===== config.mk =====
export PLATFORM = sky130hd
export DESIGN_NAME = reg_dst_tracker
export DESIGN_NICKNAME = d
export VERILOG_FILES = /design/src/rtl/reg_dst_tracker.sv
export SDC_FILE = /design/constraint.sdc
export NUM_CORES = 1
export LEC_CHECK = 0
export ABC_AREA = 1
export BUFFER_PORTS_ARGS = -buffer_cell sky130_fd_sc_hd__buf_2
export CAP_MARGIN = 20
export CORE_AREA = 2 2 89 91
export DETAILED_ROUTE_END_ITERATION = 6
export DIE_AREA = 0 0 91 93
export GPL_ROUTABILITY_DRIVEN = 0
export SETUP_SLACK_MARGIN = 0.5
export SYNTH_ARGS = -nofsm -noshare
export SYNTH_HDL_FRONTEND = slang
export SYNTH_SLANG_ARGS = --single-unit
export TNS_END_PERCENT = 20

===== constraint.sdc =====
create_clock -name CLK -period 2.1 [get_ports CLK]
set_input_delay 0.105 -clock CLK [delete_from_list [all_inputs] [get_ports CLK]]
set_output_delay 0.105 -clock CLK [all_outputs]
set_load 0.05 [all_outputs]

===== src/rtl/reg_dst_tracker.sv =====
// Write-back destination selector with an in-order queue of pending destinations
// and read-after-write hazard flags for the two decode source fields.
module reg_dst_tracker #(
  parameter int ADDR_W   = 5,
  parameter int LINK_REG = 31,
  parameter int DEPTH    = 4,
  parameter int CNT_W    = $clog2(DEPTH + 1)
) (
  input  logic              CLK,
  input  logic              Reset,
  input  logic [1:0]        Control,
  input  logic [ADDR_W-1:0] OneInput,
  input  logic [ADDR_W-1:0] TwoInput,
  input  logic              IssueValid,
  output logic              IssueReady,
  input  logic              RetireValid,
  input  logic [ADDR_W-1:0] SrcA,
  input  logic [ADDR_W-1:0] SrcB,
  output logic [ADDR_W-1:0] DataOutput,
  output logic              DestValid,
  output logic [ADDR_W-1:0] RetireDest,
  output logic              HazardA,
  output logic              HazardB,
  output logic [CNT_W-1:0]  Count,
  output logic              SelError
);

  localparam int PTR_W = $clog2(DEPTH);

  logic [ADDR_W-1:0] r_q [DEPTH];
  logic [DEPTH-1:0]  r_vld;
  logic [PTR_W-1:0]  r_head;
  logic [PTR_W-1:0]  r_tail;
  logic [CNT_W-1:0]  r_count;
  logic [ADDR_W-1:0] r_data;
  logic              r_dest_vld;
  logic              r_sel_err;

  logic              w_empty;
  logic              w_ready;
  logic              w_illegal;
  logic              w_push;
  logic              w_pop;
  logic [ADDR_W-1:0] w_sel;
  logic              w_haz_a;
  logic              w_haz_b;

  assign w_empty   = (r_count == '0);
  assign w_ready   = (r_count < CNT_W'(DEPTH)) || RetireValid;
  assign w_illegal = IssueValid && (Control == 2'b11);
  assign w_push    = IssueValid && w_ready && (Control != 2'b11);
  assign w_pop     = RetireValid && !w_empty;

  always_comb begin
    w_sel = ADDR_W'(LINK_REG);
    case (Control)
      2'b01:   w_sel = OneInput;
      2'b10:   w_sel = TwoInput;
      default: w_sel = ADDR_W'(LINK_REG);
    endcase
  end

  // Only registered entries are compared: the one being pushed is not yet
  // visible, the one being popped still is.
  always_comb begin
    w_haz_a = 1'b0;
    w_haz_b = 1'b0;
    for (int i = 0; i < DEPTH; i++) begin
      if (r_vld[i] && (r_q[i] == SrcA)) w_haz_a = 1'b1;
      if (r_vld[i] && (r_q[i] == SrcB)) w_haz_b = 1'b1;
    end
    if (SrcA == '0) w_haz_a = 1'b0;
    if (SrcB == '0) w_haz_b = 1'b0;
  end

  always_ff @(posedge CLK or negedge Reset) begin
    if (!Reset) begin
      for (int i = 0; i < DEPTH; i++) r_q[i] <= '0;
      r_vld      <= '0;
      r_head     <= '0;
      r_tail     <= '0;
      r_count    <= '0;
      r_data     <= '0;
      r_dest_vld <= 1'b0;
      r_sel_err  <= 1'b0;
    end else begin
      r_dest_vld <= w_push;
      r_sel_err  <= w_illegal || (RetireValid && w_empty);
      if (w_pop) begin
        r_vld[r_head] <= 1'b0;
        r_head <= (r_head == PTR_W'(DEPTH - 1)) ? '0 : r_head + PTR_W'(1);
      end
      // Push after pop so a full-queue push+pop into the same slot stays valid.
      if (w_push) begin
        r_q[r_tail]   <= w_sel;
        r_vld[r_tail] <= 1'b1;
        r_data        <= w_sel;
        r_tail <= (r_tail == PTR_W'(DEPTH - 1)) ? '0 : r_tail + PTR_W'(1);
      end
      if (w_push && !w_pop)      r_count <= r_count + CNT_W'(1);
      else if (w_pop && !w_push) r_count <= r_count - CNT_W'(1);
    end
  end

  assign IssueReady = w_ready;
  assign DataOutput = r_data;
  assign DestValid  = r_dest_vld;
  assign RetireDest = w_empty ? '0 : r_q[r_head];
  assign HazardA    = w_haz_a;
  assign HazardB    = w_haz_b;
  assign Count      = r_count;
  assign SelError   = r_sel_err;

endmodule


==> results.yml <==
status:
  outcome: "finished clean"
clock_network:
  cts.htree.levels: 2
  clock_path_buffers: 2
  clk-insertion-delay-late_ps: 300
  cts_root_buffer: "clkbuf_8"
  cts.sinks: 38
  cts_tree: "yes"
  clk_pin_slew_ps: 80
  numCtsBuffers: 5
die:
  start_util: 0.342
  die_area_um2: 8460
  io_pins: 44
  die_h_um: 93
  coreArea_um2: 7530
  std_cell_rows: 32
  die_w_um: 91
global_route:
  grt_antenna_before_repair: 0
  grt_pass1_vias: 2502
  track_usage: 0.186
  grt_overflow: 0
  grt_pass1_wl_mm: 12.3
  grt_max_degree: 39
timing:
  fin_ws_ps: 391
  min_period_over_period: 0.814
  tns_ps: 0
  finalHoldViolations: 0
  fin_crit_ps: 1710
  relSlewSlack: 0.667
  fmax_mhz: 585
  rsz0062_at_grt: "yes"
  skew_ps: 4.70
  worst_slew_pin_slew_ps: 499
  finalSetupViolCount: 0
  slew_viol_final: 0
worst_setup_path:
  arrival_ps: 1600
  startpoint_type: "flop"
  worstPathRequired_ps: 2000
  path_class: "reg -> out"
  r2r_cells: 7
  cp-end-kind: "output port"
  crit_fanout: 12
logic_synthesis:
  avgSynthCellArea_um2: 6.54
  netlist_area_um2: 2570
  syn_nets: 433
  yosysSeqAreaShare: 0.369
  syn_inst: 394
  yosysWarnings: 0
  synth_cell_types: 22
  synth_seq_cells: 38
routing:
  wire_per_inst_um: 13.4
  num_vias: 2635
  drt-initial-drc-count: 157
  drc: 0
  ant_nets: 0
  dr.pass1.iters: 4
  routed_wl_mm: 7.51
  viasPerCell: 4.71
layout:
  seq_area_um2: 956
  stdcell_count: 559
  layout.nets: 495
  mostFrequentLayoutCell: "nand2_1"
  multi_input_area_um2: 1480
  fillerInstances: 824
  drive_above_1_share: 0.223
  final_cell_mix: "nand2_1, o21ai_0, buf_2"
  n_antenna_cell: 0
  fin_area_um2: 3220
  area_delta_synth_final_pct: 25.2
pwr:
  peakVddDrop_mv: 0.918
  netSwitchingPower_uw: 2600
  powerDensity_nw_per_um2: 1550
  p_clk_frac: 0.125
  p_sw_frac: 0.518
  p_seq_frac: 0.276
  p_comb_frac: 0.599
  p_leak_uw: 0.00172
  p_int_uw: 2410
place:
  dp_cells: 539
  place_hpwl_mm: 5.61
  portBuffers: 43
  place_ws_ps: 262
  dpl_cell_area_um2: 2970
hold_path:
  hold_path.class: "in -> reg"
  whs_path_depth: 3
run:
  max-cap-violations: 0
==> cell usage after synthesis <==
library cell,number,area share
mux2_2,1,0.0044
nand3_4,1,0.0068
nand2_2,1,0.0024
buf_6,1,0.0044
nor3_1,2,0.0039
a21oi_1,16,0.031
dfrtp_1,38,0.37
buf_2,2,0.0039
nor2_2,3,0.0073
o21ai_1,1,0.0019
o21ai_0,43,0.084
nand2_1,166,0.24
nand3_1,17,0.033
inv_2,4,0.0058
clkbuf_1,1,0.0015
xor2_1,1,0.0034
xnor2_1,1,0.0034
nor2_1,37,0.054
inv_1,44,0.064
ha_1,12,0.058
nor2_8,1,0.0078
fa_1,1,0.0078
==> critical path: stages, from the launching register on <==
cell	delay, ps
dfrtp_2	440
buf_4	190
a21oi_1	130
o21ai_0	90
a21oi_1	210
buf_4	230
==> metrics by stage <==
| step | utilization | power [uW] | hold WS (ps) |
|---|---|---|---|
| detailed placement | 0.394 | 4090 | 194 |
| global placement | 0.394 | 4050 | 192 |
| global route | 0.428 | 5430 | 109 |
| floorplan | - | 3350 | -191 |
| CTS | 0.420 | 4900 | 105 |
| finish | 0.428 | 5010 | 104 |
==> final timing paths <==
path,start,end,slack [ps]
hold / removal,IssueValid,SelError$_DFF_PN0_,100
setup reg to reg,Count[2]$_DFFE_PN0P_,Count[1]$_DFFE_PN0P_,400
min in group asynchronous,Reset,r_q[9]$_DFFE_PN0P_,400
max in group asynchronous,Reset,r_head[0]$_DFFE_PN0P_,1320
setup / recovery,r_head[0]$_DFFE_PN0P_,RetireDest[2],390
hold reg to reg,DataOutput[0]$_DFFE_PN0P_,DataOutput[0]$_DFFE_PN0P_,480
==> layout make-up <==
cell class | count | area share
Tap cell | 102 | 0.0396
Clock inverter | 3 | 0.0124
Timing Repair Buffer | 58 | 0.109
Sequential cell | 38 | 0.297
Timing Repair inverter | 1 | 0.00233
Clock buffer | 5 | 0.0214
Inverter | 48 | 0.0594
Multi-Input combinational cell | 304 | 0.459
==> sequential cells by signal, summed over array words and instances, names as in the netlist <==
signal and cells:
Count 3, SelError 1, r_head 2, DestValid 1, r_vld 4, r_tail 2, r_q 20, DataOutput 5
==> logic make-up (layout without fill, tap and decap cells) <==
family,count (synthesis),after routing,synth area share
buf+inv,52,115,0.0797
simple gates,228,228,0.357
flops,38,38,0.369
xor+xnor,2,2,0.00680
fa+ha+maj,13,13,0.0661
compound gates,60,60,0.117
mux,1,1,0.00437
==> repair_timing <==
item / CTS / global route
endpoints found under the setup margin: 9 / 16
hold buffers: 1 / 0
gates resized for setup: 11 / 21
pin swaps: 2 / 3
setup buffers: 6 / 4
endpoints found under the hold margin: 38 / 0
cloned: 1 / 0
==> power by group through the flow <==
stage / sequential (uW) / combinational, uW / clock, uW
after floorplan: 1570 / 1780 / 0
after global placement: 1380 / 2660 / 0
after detailed placement: 1390 / 2700 / 0
after CTS: 1370 / 2890 / 640
after global routing: 1420 / 3320 / 681
final: 1380 / 3000 / 626
==> metal layers <==
layer	routed length, um	up-vias	GRT usage	part of all wire
met1	3410	1206	0.242	0.45
met3	470	9	0.0387	0.063
met4	91	0	0.0568	0.012
met2	3540	73	0.313	0.47
met5	0	-	0	0
li1	-	1347	-	-
No activity file was read; power rests on OpenSTA's default activity.
